<file path="src/rtl/bcd_rtc_clock.sv">
// BCD real-time clock with tick prescaler, run-time 12/24-hour mode, validated load and hh:mm alarm.
// Time is packed BCD throughout; all outputs come straight from registers.
module bcd_rtc_clock #(
    parameter int unsigned TICK_DIV = 1
) (
    input  logic       clk,
    input  logic       reset,
    input  logic       ena,
    input  logic       mode_24h,
    input  logic       load,
    input  logic [7:0] load_hh,
    input  logic [7:0] load_mm,
    input  logic [7:0] load_ss,
    input  logic       load_pm,
    input  logic       alarm_en,
    input  logic [7:0] alarm_hh,
    input  logic [7:0] alarm_mm,
    input  logic       alarm_pm,
    output logic [7:0] hh,
    output logic [7:0] mm,
    output logic [7:0] ss,
    output logic       pm,
    output logic       tick,
    output logic       alarm,
    output logic       load_err
);

    localparam int unsigned CNT_W = (TICK_DIV > 1) ? $clog2(TICK_DIV) : 1;
    localparam logic [CNT_W-1:0] CNT_MAX = CNT_W'(TICK_DIV - 1);

    function automatic logic [7:0] bcd_inc(input logic [7:0] v);
        return (v[3:0] == 4'd9) ? {v[7:4] + 4'd1, 4'd0} : {v[7:4], v[3:0] + 4'd1};
    endfunction

    function automatic logic [6:0] bcd_to_bin(input logic [7:0] v);
        return 7'(v[7:4]) * 7'd10 + 7'(v[3:0]);
    endfunction

    function automatic logic [7:0] bin_to_bcd(input logic [6:0] b);
        return {4'(b / 7'd10), 4'(b % 7'd10)};
    endfunction

    function automatic logic is_bcd(input logic [7:0] v);
        return (v[7:4] <= 4'd9) && (v[3:0] <= 4'd9);
    endfunction

    logic [CNT_W-1:0] cnt, nxt_cnt;
    logic             mode_q, nxt_mode;
    logic             pending, nxt_pending;
    logic [7:0]       nxt_hh, nxt_mm, nxt_ss;
    logic             nxt_pm, nxt_tick, nxt_alarm, nxt_err;

    logic             tick_int;
    logic             load_ok;
    logic [6:0]       load_hh_bin, cur_hh_bin;
    logic [7:0]       adv_hh, adv_mm, adv_ss;
    logic             adv_pm, ss_wrap, mm_wrap;

    assign tick_int    = ena && (cnt == CNT_MAX);
    assign load_hh_bin = bcd_to_bin(load_hh);
    assign cur_hh_bin  = bcd_to_bin(hh);

    // Loaded values are judged against the format the clock currently holds
    assign load_ok = is_bcd(load_hh) && is_bcd(load_mm) && is_bcd(load_ss)
                   && (load_mm[7:4] <= 4'd5) && (load_ss[7:4] <= 4'd5)
                   && (mode_q ? (load_hh_bin <= 7'd23)
                              : ((load_hh_bin >= 7'd1) && (load_hh_bin <= 7'd12)));

    // One-second advance of the current time
    always_comb begin
        ss_wrap = (ss == 8'h59);
        mm_wrap = (mm == 8'h59);
        adv_ss  = ss_wrap ? 8'h00 : bcd_inc(ss);
        adv_mm  = mm;
        adv_hh  = hh;
        adv_pm  = pm;
        if (ss_wrap) begin
            adv_mm = mm_wrap ? 8'h00 : bcd_inc(mm);
            if (mm_wrap) begin
                if (mode_q) begin
                    adv_hh = (hh == 8'h23) ? 8'h00 : bcd_inc(hh);
                    adv_pm = (adv_hh >= 8'h12);
                end else if (hh == 8'h12) begin
                    adv_hh = 8'h01;
                end else if (hh == 8'h11) begin
                    adv_hh = 8'h12;
                    adv_pm = ~pm;
                end else begin
                    adv_hh = bcd_inc(hh);
                end
            end
        end
    end

    // Next-state selection: load > mode change > second advance
    always_comb begin
        nxt_hh      = hh;
        nxt_mm      = mm;
        nxt_ss      = ss;
        nxt_pm      = pm;
        nxt_mode    = mode_q;
        nxt_pending = pending;
        nxt_tick    = 1'b0;
        nxt_alarm   = 1'b0;
        nxt_err     = 1'b0;
        nxt_cnt     = cnt;

        if (ena) begin
            nxt_cnt = tick_int ? '0 : cnt + CNT_W'(1);
        end

        if (load) begin
            if (load_ok) begin
                nxt_hh      = load_hh;
                nxt_mm      = load_mm;
                nxt_ss      = load_ss;
                nxt_pm      = mode_q ? (load_hh >= 8'h12) : load_pm;
                nxt_cnt     = '0;
                nxt_pending = 1'b0;
            end else begin
                nxt_err = 1'b1;
            end
        end else if (mode_24h != mode_q) begin
            nxt_mode = mode_24h;
            if (tick_int) begin
                nxt_pending = 1'b1;
            end
            if (mode_24h) begin
                if (cur_hh_bin == 7'd12) begin
                    nxt_hh = pm ? 8'h12 : 8'h00;
                end else begin
                    nxt_hh = pm ? bin_to_bcd(cur_hh_bin + 7'd12) : hh;
                end
            end else begin
                if (cur_hh_bin == 7'd0) begin
                    nxt_hh = 8'h12;
                    nxt_pm = 1'b0;
                end else if (cur_hh_bin < 7'd12) begin
                    nxt_pm = 1'b0;
                end else if (cur_hh_bin == 7'd12) begin
                    nxt_pm = 1'b1;
                end else begin
                    nxt_hh = bin_to_bcd(cur_hh_bin - 7'd12);
                    nxt_pm = 1'b1;
                end
            end
        end else if (tick_int || pending) begin
            nxt_hh      = adv_hh;
            nxt_mm      = adv_mm;
            nxt_ss      = adv_ss;
            nxt_pm      = adv_pm;
            nxt_tick    = 1'b1;
            nxt_pending = 1'b0;
            nxt_alarm   = alarm_en && (adv_hh == alarm_hh) && (adv_mm == alarm_mm)
                        && (adv_ss == 8'h00) && (mode_q || (adv_pm == alarm_pm));
        end
    end

    always_ff @(posedge clk) begin
        if (reset) begin
            hh       <= mode_24h ? 8'h00 : 8'h12;
            mm       <= 8'h00;
            ss       <= 8'h00;
            pm       <= 1'b0;
            mode_q   <= mode_24h;
            pending  <= 1'b0;
            cnt      <= '0;
            tick     <= 1'b0;
            alarm    <= 1'b0;
            load_err <= 1'b0;
        end else begin
            hh       <= nxt_hh;
            mm       <= nxt_mm;
            ss       <= nxt_ss;
            pm       <= nxt_pm;
            mode_q   <= nxt_mode;
            pending  <= nxt_pending;
            cnt      <= nxt_cnt;
            tick     <= nxt_tick;
            alarm    <= nxt_alarm;
            load_err <= nxt_err;
        end
    end

endmodule

</file>
<file path="config.mk">
export PLATFORM = sky130hd
export DESIGN_NAME = bcd_rtc_clock
export DESIGN_NICKNAME = d
export VERILOG_FILES = /design/src/rtl/bcd_rtc_clock.sv
export SDC_FILE = /design/constraint.sdc
export NUM_CORES = 1
export LEC_CHECK = 0
export CORE_MARGIN = 5
export CORE_UTILIZATION = 40
export DETAILED_ROUTE_END_ITERATION = 7
export GPL_ROUTABILITY_DRIVEN = 1
export SLEW_MARGIN = 20
export SYNTH_ARGS = -nofsm -noshare
export SYNTH_HDL_FRONTEND = slang
export SYNTH_SLANG_ARGS = --single-unit
</file>
<file path="constraint.sdc">
create_clock -name clk -period 13.35 [get_ports clk]
set_input_delay 2.0025 -clock clk [delete_from_list [all_inputs] [get_ports clk]]
set_output_delay 2.0025 -clock clk [all_outputs]
set_load 0.005 [all_outputs]
</file>
== After elaboration in Yosys (flattened, before gate mapping) ==
Cells that the tools add are included.

* Bitwise operators: 4
* Add/sub/neg operators: 11
* Shift-type cells: 0
* Mux-type cells: 61
* $lt $le $gt $ge: 14
* Divide/modulo/power cells: 4
* Multipliers: 2
* Eq/ne operators: 22
* Reductions and logical operators: 30

{| class="wikitable"
|+ Operator list
! kind !! count
|-
| $mux 8 || 31
|-
| $mux 1 || 28
|-
| $add 4x1->4 const B || 6
|-
| $le 4x4->1 const B || 6
|-
| $eq 8x5->1 const B || 2
|-
| $eq 8x7->1 const B || 2
|-
| $eq 8x8->1 || 2
|-
| $ge 8x5->1 const B || 2
|-
| $add 7x4->7 || 2
|-
| $div 7x4->7 const B || 2
|-
| $logic_and 1x1->1 || 14
|-
| $mod 7x4->7 const B || 2
|-
| $eq 4x4->1 const B || 3
|-
| $mul 4x3->6 const B || 2
|-
| $ne 6x6->1 const B || 2
|-
| $mux 5 || 2
|-
| $reduce_and 3->1 || 3
|-
| $eq 8x6->1 const B || 1
|-
| $le 4x3->1 const B || 2
|-
| $logic_not 8->1 || 1
|-
| $add 7x4->7 const B || 1
|-
| $eq 7x4->1 const B || 1
|-
| $ge 7x1->1 const B || 1
|-
| $le 7x4->1 const B || 1
|-
| 22 further kinds || 29
|}

* ROM bits: 0
* Output and inout bits: 28
* RAM bits: 0
* Input bits: 48
* Flip-flop bits (word level): 31
* Latch bits: 0
* Logic and storage cells: 158
* Memories: 0

== Depth between registers and ports, before layout ==
Gate-level depths: netlist (run 1).

* Word-level depth: 12
* Mapped depth: 27
* Gate-level depth less buffers: 27

== Least setup slack after synthesis (run 1) ==
OpenSTA, ideal clock, no wires.

* Path type: reg-to-reg
* Start point: reg hh[2]
* End point: reg hh[1], data pin
* Cell stages (with the launch flop): 25
* Arrival: 5.395 ns
* Library setup time: 0.256 ns
* Period minus slack after synthesis: 5.650 ns
* Slack: 7.700 ns
* Required time: 13.094 ns
* Buffers on the path: 2
* Path through: edfxtp_1 > clkbuf_1 > inv_1 > fa_1 > xnor2_1 > inv_2 > ha_1 > clkbuf_1 > a211o_1 > a21o_1 > a211oi_4 > xnor2_2 > ha_1 > and2_1 > and4b_1 > a31oi_1 > o221a_1 > o22ai_1 > inv_1 > ha_1 > or3_1 > o221a_1 > o2111ai_1 > nand4_1 > a41o_1

* Word-level cells in the longest chain between the ends: 11
* Elaborated cells on any way between the ends: 28
* Those cells by class: add/sub: 3; div: 2; eq/ne: 5; mux: 17; reduce/logical: 1

{| class="wikitable"
|+ RTL lines
! what !! line !! RTL
|-
| start, declared || 19 || <nowiki>output logic [7:0] hh,</nowiki>
|-
| start signal, assigned || 161 || <nowiki>hh <= mode_24h ? 8'h00 : 8'h12;</nowiki>
|-
| start signal, assigned || 172 || <nowiki>hh <= nxt_hh;</nowiki>
|-
| parallel branches: the longest is 8 deep, another holds $add 7x4->7 || n/a ||
|-
| $mux 8 * || 123 || <nowiki>end else if (mode_24h != mode_q) begin</nowiki>
|-
| $mux 8 * || 112 || <nowiki>if (load) begin</nowiki>
|-
| $mux 8 * || 160 || <nowiki>if (reset) begin</nowiki>
|}

Every way passes the cells marked *. The select of a mux whose other input is x is not followed.
A chain may end at the register's enable or synchronous reset.

== Final worst setup path (run 1) ==
* Start point: reg hh[1]
* End point: reg hh[1], data pin

* Word-level cells in the longest chain between the ends: 11
* Elaborated cells on any way between the ends: 29
* Those cells by class: add/sub: 4; div: 2; eq/ne: 5; mux: 17; reduce/logical: 1

{| class="wikitable"
|+ RTL lines
! what !! line
|-
| parallel branches: the longest is 8 deep, another holds $add 7x4->7 || n/a
|-
| $mux 8 * || 123
|-
| $mux 8 * || 112
|-
| $mux 8 * || 160
|}

Marked as above.

==> impl_metrics.csv, run 1 <==
group,metric,value,unit
worst_setup_path,r2r-start,"hh[1]$_DFFE_PP_",
floorplan,core_area,11400,µm²
synth,yosysUniqueCellTypes,89,
final_layout,area_delta_synth_final,19.9,%
synth,synth-seq-cells,31,
worst_setup_path,critPathLaunchType,"flip-flop",
drt,viasPerCell,5.94,
synth,postSynthAreaPerCell,7.28,µm²
placement,dp_hpwl,11.3,mm
worst_setup_path,crit_slowest_cell,"fa_1",
synth,synth_warnings,0,
synth,async_flop_share,0,
synth,syn_inst,635,
drt,drtIter0Drc,399,
synth,synth_most_common_cell,"nor2_1",
worst_setup_path,critPathCaptureType,"flip-flop",
clock_network,numCtsBuffers,5,
clock_network,hold_buffers,0,
timing,setup_slack,6560,ps
drt,drcViolationCount,0,
synth,yosysTopAreaCellShare,0.0952,
synth,synthesis.area,4630,µm²
final_layout,reg_top3,"hh (8), mm (8), ss (8)",
final_layout,drive_gt1_frac,0.0585,
final_layout,nFillCells,1106,
global_route,grt_max_degree,57,
timing,slew_headroom,0.368,
drt,ant_nets,0,
timing,drv_slew,0,
clock_network,cts_tree,"built",
global_route,grt_first_pass_wirelength,23.5,mm
clock_network,clkLatencyLatePin,280,ps
floorplan,io_pins,76,
outcome,status,"finished, final reports clean",
timing,fmax,0.147,GHz
worst_setup_path,cpMostUsedCell,"ha_1",
timing,period_share,0.509,
floorplan,die_x,118,µm
synth,synth_ff_type,"dfxtp_1",
synth,syn-num-nets,720,
placement,place_congestion,0.859,
timing,rsz0062_at_grt,"no",
timing,timing.hold.ws,473,ps
placement,io_buffers,75,
synth,synth_commonest_cells,"75 x nor2_1, 74 x a21oi_1, 57 x nand2_1",
timing,setup_viol,0,
floorplan,row_count,39,
synth,yosys.area.top_type,"dfxtp_1",
clock_network,post_cts_resized,0,
clock_network,post_cts_buffers,0,
floorplan,die_area,13800,µm²
drt,vias,4913,
clock_network,clk_pin_slew,50,ps
global_route,first_global_vias,4604,
worst_setup_path,slowest_delay,940,ps
timing,fin_skew,3.19,ps
worst_setup_path,critical_path_arrival,6820,ps
drt,first_pass_iters,5,
synth,ys_top_cells_by_area,"dfxtp_1 9.5%, ha_1 8.9%, a21oi_1 8.0%",
final_layout,fin_cells,827,
worst_hold_path,hp-start,"pending$_SDFFE_PP0P_",
synth,yosysSeqAreaShare,0.154,
worst_setup_path,critPathLaunch,"hh[1]$_DFFE_PP_",
worst_hold_path,worstHoldPathType,"flip-flop to flip-flop",
timing,max_slew.worst_pin.slew,948,ps
final_layout,nNetsFinal,768,
global_route,antenna_found_initial,0,
worst_setup_path,path_max_fanout,18,
floorplan,chipHeight,118,µm
timing,period_needed,6790,ps
global_route,grt_usage,0.201,
final_layout,antennaDiodeCount,0,
worst_setup_path,crit_chain,"ha_1 > inv_1 > fa_1 > clkinv_1 > ha_1 > nor2b_1 > nor2_1 > a2111oi_4 > a31o_4 > a211oi_4 > xnor2_2 > ha_1 > and2_1 > and4b_1 > a31oi_1 > o221a_1 > o22ai_1 > inv_1 > ha_1 > or3_1 > o221a_1 > o2111ai_1 > nand4_1 > a41o_1",
worst_setup_path,path_class,"flip-flop to flip-flop",
drt,wire_per_inst,17.3,µm
run,cap_violations,0,
worst_setup_path,crit_family,"adder cells",
clock_network,clock_path_buffers,2,
placement,dp_slack,6640,ps
floorplan,start_util,0.407,
final_layout,seq_area,711,µm²
drt,wl,14.3,mm
global_route,grt-ovfl-total,0,
timing,hold_viol,0,
clock_network,clock-sinks,31,
synth,synth_edf_count,9,
final_layout,multi_input_area,3670,µm²
timing,setup-tns-final,0,ps
clock_network,cts_root_buf,"clkbuf_16",
worst_setup_path,crit_buf_inv,3,
clock_network,h-tree-depth,2,
placement,dp.cells,819,
worst_setup_path,crit_required,13380,ps
[layer usage]
layer	global-route usage	wire length, µm	part of all wire	vias to the layer above
met5	0	0	0	-
met4	0.0287	150	0.010	0
met3	0.0351	887	0.062	17
met2	0.314	6410	0.45	185
met1	0.297	6890	0.48	2273
li1	-	-	-	2438
[cells in the final DEF (no fill, tap or decap), drive strengths merged, types with 5 or more instances in the layout]
cell type / Yosys / routed
or2: 5 / 5
nor3: 20 / 20
inv: 23 / 23
nand2: 57 / 57
o22ai: 5 / 5
and2: 5 / 5
ha: 33 / 33
a21oi: 76 / 76
clkdlybuf4s50: 0 / 74
o31ai: 6 / 6
mux2i: 7 / 7
nand3: 17 / 17
o21ai: 43 / 43
nand4: 12 / 12
nor4: 6 / 6
or3: 5 / 5
dfxtp: 22 / 22
o211ai: 8 / 8
edfxtp: 9 / 9
nor2: 76 / 76
xnor2: 28 / 28
nand2b: 12 / 12
clkbuf: 26 / 7
o2111ai: 5 / 5
xor2: 12 / 12
nor2b: 7 / 7
a21o: 5 / 5
a211oi: 12 / 12
a31oi: 9 / 9
[cell type report]
type | count | share of cell area
Clock inverter | 1 | 0.000902
Multi-Input combinational cell | 544 | 0.662
Timing Repair Buffer | 76 | 0.136
Clock buffer | 7 | 0.0239
Inverter | 25 | 0.0169
Sequential cell | 31 | 0.128
Tap cell | 143 | 0.0323
[final timing paths]
path                                to  slack (ps)  depth (start not counted)
setup / recovery       hh[1]$_DFFE_PP_        6560                         24
hold / removal    pending$_SDFFE_PP0P_         470                          2
setup reg to reg       hh[1]$_DFFE_PP_        6560                         24
hold reg to reg   pending$_SDFFE_PP0P_         470                          2
[metrics by stage]
step            util  instance area [µm²]
6_report       0.488                 5550
5_1_grt        0.488                 5550
4_1_cts        0.488                 5550
3_5_place_dp   0.476                 5410
3_3_place_gp   0.476                 5410
2_1_floorplan      -                 4630
[cell families after synthesis]
group / Yosys count / synth area share
simple gates: 244 / 0.262
buf+inv: 60 / 0.0527
fa+ha+maj: 38 / 0.109
mux: 9 / 0.0200
flops: 31 / 0.154
compound gates: 210 / 0.309
xor+xnor: 43 / 0.0936
[tightest hold or removal path: cells and delay by family, from the launching register on]
family	cells	cell delay, ps
compound gates	2	130
flops	1	300
Power of run 1 is not shown: default switching activity piles up to over one toggle a cycle in this logic, so the estimate is an artifact.
==> run 2: changes to the inputs <==
==> constraint.sdc (replaced) <==
create_clock -name clk -period 6.5 [get_ports clk]
set_input_delay 0.975 -clock clk [delete_from_list [all_inputs] [get_ports clk]]
set_output_delay 0.975 -clock clk [all_outputs]
set_load 0.005 [all_outputs]
==> run 2 against run 1 <==
Net effect:
- register-to-register slack worse by 6200 ps
- fmax grew 11%
- clock skew up 1.0 ps
- global-route usage is 0.21 points higher
- critical endpoint unchanged
- largest cell class unchanged
==> impl_metrics.csv, run 2 (synthesized netlist as in run 1, its figures left out) <==
group,metric,value,unit
timing,fmax,0.163,GHz
worst_setup_path,path_max_fanout,16,
clock_network,cts_root_buf,"clkbuf_16",
placement,place_congestion,0.902,
final_layout,nNetsFinal,773,
clock_network,cts_tree,"built",
worst_setup_path,path_class,"flip-flop to flip-flop",
drt,viasPerCell,6.03,
worst_setup_path,rrSetupSlack,380,ps
clock_network,clk_pin_slew,50,ps
drt,ant_nets,0,
worst_setup_path,crit_required,6520,ps
clock_network,clock_path_buffers,2,
floorplan,core_area,11400,µm²
global_route,first_global_vias,4616,
floorplan,start_util,0.407,
timing,period_needed,6120,ps
timing,slew_headroom,0.349,
floorplan,row_count,39,
clock_network,clock-sinks,31,
worst_setup_path,critical_path_arrival,6140,ps
placement,dp_hpwl,11.4,mm
timing,max_slew.worst_pin.slew,976,ps
floorplan,chipHeight,118,µm
worst_setup_path,crit_slowest_cell,"fa_1",
final_layout,reg_top3,"hh (8), mm (8), ss (8)",
worst_setup_path,critPathLaunchType,"flip-flop",
global_route,grt_first_pass_wirelength,23.9,mm
timing,setup-tns-final,0,ps
clock_network,clkLatencyLatePin,270,ps
timing,period_share,0.941,
drt,drcViolationCount,0,
outcome,status,"finished, final reports clean",
floorplan,die_area,13800,µm²
final_layout,antennaDiodeCount,0,
worst_setup_path,critPathCaptureType,"flip-flop",
worst_hold_path,worstHoldPathType,"flip-flop to flip-flop",
floorplan,io_pins,76,
global_route,antenna_found_initial,0,
worst_setup_path,cpMostUsedCell,"ha_1",
global_route,grt_max_degree,57,
run,cap_violations,0,
placement,io_buffers,75,
floorplan,die_x,118,µm
worst_setup_path,crit_family,"compound AO/OA/AOI/OAI gates",
timing,fin_skew,4.21,ps
clock_network,numCtsBuffers,5,
drt,drtIter0Drc,511,
worst_setup_path,slowest_delay,540,ps
drt,first_pass_iters,5,
timing,drv_slew,0,
clock_network,post_cts_buffers,0,
worst_setup_path,crit_buf_inv,3,
global_route,grt_usage,0.203,
final_layout,drive_gt1_frac,0.0624,
final_layout,nFillCells,1141,
worst_setup_path,crit_chain,"ha_1 > inv_1 > fa_1 > buf_4 > ha_1 > nor2_1 > a31oi_1 > nand3_1 > a211oi_4 > xnor2_2 > ha_1 > and2_1 > and4b_1 > a31oi_1 > o221a_1 > o22ai_1 > inv_1 > ha_1 > or3_1 > o221a_1 > o2111ai_1 > nand4_1 > a41o_1",
final_layout,mostFrequentLayoutCell,"nor2_1",
drt,wl,14.9,mm
timing,setup_viol,0,
drt,vias,5015,
clock_network,h-tree-depth,2,
timing,rsz0062_at_grt,"no",
drt,wire_per_inst,17.9,µm
final_layout,area_delta_synth_final,20.7,%
clock_network,post_cts_resized,0,
clock_network,hold_buffers,0,
global_route,grt-ovfl-total,0,
final_layout,final_cell_mix,"75 x nor2_1, 74 x a21oi_1, 74 x clkdlybuf4s50_1",
timing,hold_viol,0,
==> run 2: cell types whose count changed in the layout (fill, tap and decap cells not counted) <==
cell,before,now
buf_4,1,6
clkbuf_1,2,3
clkinv_2,1,0
o31a_1,0,1
o31a_2,1,0
==> run 2: layer usage <==
layer,vias to the layer above,track usage,part of all wire
li1,2434,-,-
met1,2401,0.295,0.48
met2,170,0.325,0.46
met3,10,0.0332,0.052
met4,0,0.0294,0.0090
met5,-,0,0
==> run 2: path summary, 6_finish.rpt <==
check / startpoint / endpoint / cells after the start
min reg2reg: pending$_SDFFE_PP0P_ / pending$_SDFFE_PP0P_ / 2
min: pending$_SDFFE_PP0P_ / pending$_SDFFE_PP0P_ / 2
max reg2reg: hh[4]$_DFFE_PP_ / hh[1]$_DFFE_PP_ / 23
max: hh[4]$_DFFE_PP_ / hh[1]$_DFFE_PP_ / 23
==> run 2: stage by stage <==
stage                     cell area (µm²)  setup WS (ps)  utilization  hold WS, ps  std cells
final                                5580            382        0.491          481        832
after global routing                 5580           32.6        0.491          506        832
after CTS                            5580            441        0.491          479        832
after detailed placement             5450            502        0.479          467        824
after global placement               5450            673        0.479          460        824
after floorplan                      4630            850            -          450        635
==> run 2: worst register-to-register path, stage by stage, from the launching register on <==
cell,delay (ps)
edfxtp_1,510
ha_1,250
inv_1,60
fa_1,540
buf_4,240
ha_1,440
nor2_1,80
a31oi_1,230
nand3_1,230
a211oi_4,420
xnor2_2,150
ha_1,370
and2_1,130
and4b_1,210
a31oi_1,50
o221a_1,250
o22ai_1,220
inv_1,70
ha_1,230
or3_1,380
o221a_1,290
o2111ai_1,100
nand4_1,130
a41o_1,270
==> run 2: cell type report <==
type / instances / area (µm²) / share of cell area
multi-input cells: 544 / 3670 / 0.658
well taps: 143 / 179 / 0.0321
flip-flops and latches: 31 / 711 / 0.127
repair buffers: 81 / 791 / 0.142
clock buffers: 8 / 136 / 0.0244
inverters: 25 / 93.8 / 0.0168
Power of run 2 is left out for the same reason.
==> variant, RTL diff (settings of run 2) <==
Register the input `load_ss` before use, without a reset. The logic sees it one clock later. The other inputs are not delayed to match.
--- a/src/rtl/bcd_rtc_clock.sv
+++ b/src/rtl/bcd_rtc_clock.sv
@@ -27,6 +27,12 @@
 
     localparam int unsigned CNT_W = (TICK_DIV > 1) ? $clog2(TICK_DIV) : 1;
     localparam logic [CNT_W-1:0] CNT_MAX = CNT_W'(TICK_DIV - 1);
+
+    logic [7:0] load_ss_q;
+
+    always_ff @(posedge clk) begin
+        load_ss_q <= load_ss;
+    end
 
     function automatic logic [7:0] bcd_inc(input logic [7:0] v);
         return (v[3:0] == 4'd9) ? {v[7:4] + 4'd1, 4'd0} : {v[7:4], v[3:0] + 4'd1};
@@ -61,8 +67,8 @@
     assign cur_hh_bin  = bcd_to_bin(hh);
 
     // Loaded values are judged against the format the clock currently holds
-    assign load_ok = is_bcd(load_hh) && is_bcd(load_mm) && is_bcd(load_ss)
-                   && (load_mm[7:4] <= 4'd5) && (load_ss[7:4] <= 4'd5)
+    assign load_ok = is_bcd(load_hh) && is_bcd(load_mm) && is_bcd(load_ss_q)
+                   && (load_mm[7:4] <= 4'd5) && (load_ss_q[7:4] <= 4'd5)
                    && (mode_q ? (load_hh_bin <= 7'd23)
                               : ((load_hh_bin >= 7'd1) && (load_hh_bin <= 7'd12)));
 
@@ -113,7 +119,7 @@
             if (load_ok) begin
                 nxt_hh      = load_hh;
                 nxt_mm      = load_mm;
-                nxt_ss      = load_ss;
+                nxt_ss      = load_ss_q;
                 nxt_pm      = mode_q ? (load_hh >= 8'h12) : load_pm;
                 nxt_cnt     = '0;
                 nxt_pending = 1'b0;
Function: changed (Yosys sat finds a counterexample within 4 cycles, from zero or initial values and one cycle with reset high).
==> variant against run 2 <==
  * Cell area rose by 7.6%
  * Critical endpoint is now hh[2]
  * Worst setup slack got worse by 82 ps
  * Critical path depth is 3 higher
  * Routed wire length increased by 5.6%
  * Non-clock buffer count is 10 higher
  * Largest cell class unchanged
  * Synthesized area rose by 6.2%
  * Sequential cell count rose by 8
  * Worst hold slack worse by 45 ps
  * Global-route usage rose by 0.44 points
Power is not shown: default switching activity piles up to over one toggle a cycle in this logic, so the estimate is an artifact.
==> variant: results (changes against run 2) <==
- Sequential fraction of the synthesis area: 0.1772 (+0.02360)
- Clock-pin slew on the worst setup and hold paths: 70 ps (+20 ps)
- CP peak stage delay: 460 ps (-80 ps)
- Via Count: 5,314 (+6.0%)
- Final period utilization: 0.9537 (+0.01256)
- Number of global-route vias before repair: 4,968 (+7.6%)
- Hold Startpoint: cnt
- R2R Setup Slk: 300 ps (-80 ps)
- Pin count of the biggest net entering global routing: 56 (-1.8%)
- Synth area leaders: dfxtp_1 (12%), ha_1 (8.7%), edfxtp_1 (5.5%)
- Die Wd: 120.8 µm (+2.8%)
- First-pass GRT wire length: 24.92 mm (+4.1%)
- Synth unique cells: 86 (-3.4%)
- Total global-route track usage: 0.2079 (+0.004435)
- Post-Synth Adder-Cell Area: 0.1029 (-0.005859)
- Vias per std cell: 6.143 (+1.9%)
- WP data arrival: 6240 ps (+100 ps)
- Synth Area in Compound Gates: 0.3153 (+0.005813)
- Crit-path slowest cell: edfxtp_1
- Routed WL per cell: 18.15 µm (+1.6%)
- Mean Syn Cell Area: 7.524 µm² (+3.3%)
- FF-to-FF path depth: 26 (+13%)
- Post-synthesis net count: 739 (+2.6%)
- Placed instance count: 854 (+3.6%)
- DRT iter0 DRCs: 540 (+5.7%)
- Hold Worst Slack: 435.9 ps (-44.83 ps)
- Commonest cells post-synth: nand2_1 (66), o21ai_0 (51), nor2_1 (50), a21oi_1 (43), ha_1 (34)
- Multiplexer share of the synthesized area: 0.02878 (+0.008759)
- CP max FO: 7 (-9)
- Reg2reg end: hh[2]
- Setup WS pre-CTS: 262.4 ps (-239.6 ps)
- RD Place Congestion: 0.9463 (+4.9%)
- Layout cells sized above 1: 0.07799 (+0.01559)
- Status: complete, no violations
- Fin Clk Skew: 7.633 ps (+3.421 ps)
- Placed wire-length estimate: 12.13 mm (+6.1%)
- Fillers: 1,190 (+4.3%)
[variant: cell types whose count changed in the layout (fill, tap and decap cells not counted), moves of 8 or more]
cell,before,now
buf_4,6,16
nor2_1,75,50
nand2b_1,11,3
nand2_1,57,66
nor3_1,18,29
dfxtp_1,22,30
a21oi_1,74,43
o21ai_0,34,51
[variant: final cells by class]
type | count | area (µm²) | area share
clock buffers | 5 | 125.1 | 0.02083
flip-flops and latches | 39 | 870.8 | 0.1450
multi-input cells | 552 | 3811 | 0.6345
repair buffers | 91 | 865.8 | 0.1441
well taps | 147 | 183.9 | 0.03062
inverters | 28 | 105.1 | 0.01750
clock inverters | 3 | 45.04 | 0.007498
[variant: layer usage]
layer	share of wire	up-vias	GRT usage
met1	0.47	2524	0.3024
met4	0.016	0	0.04391
met5	0	-	0
li1	-	2585	-
met2	0.45	183	0.3272
met3	0.065	22	0.02806
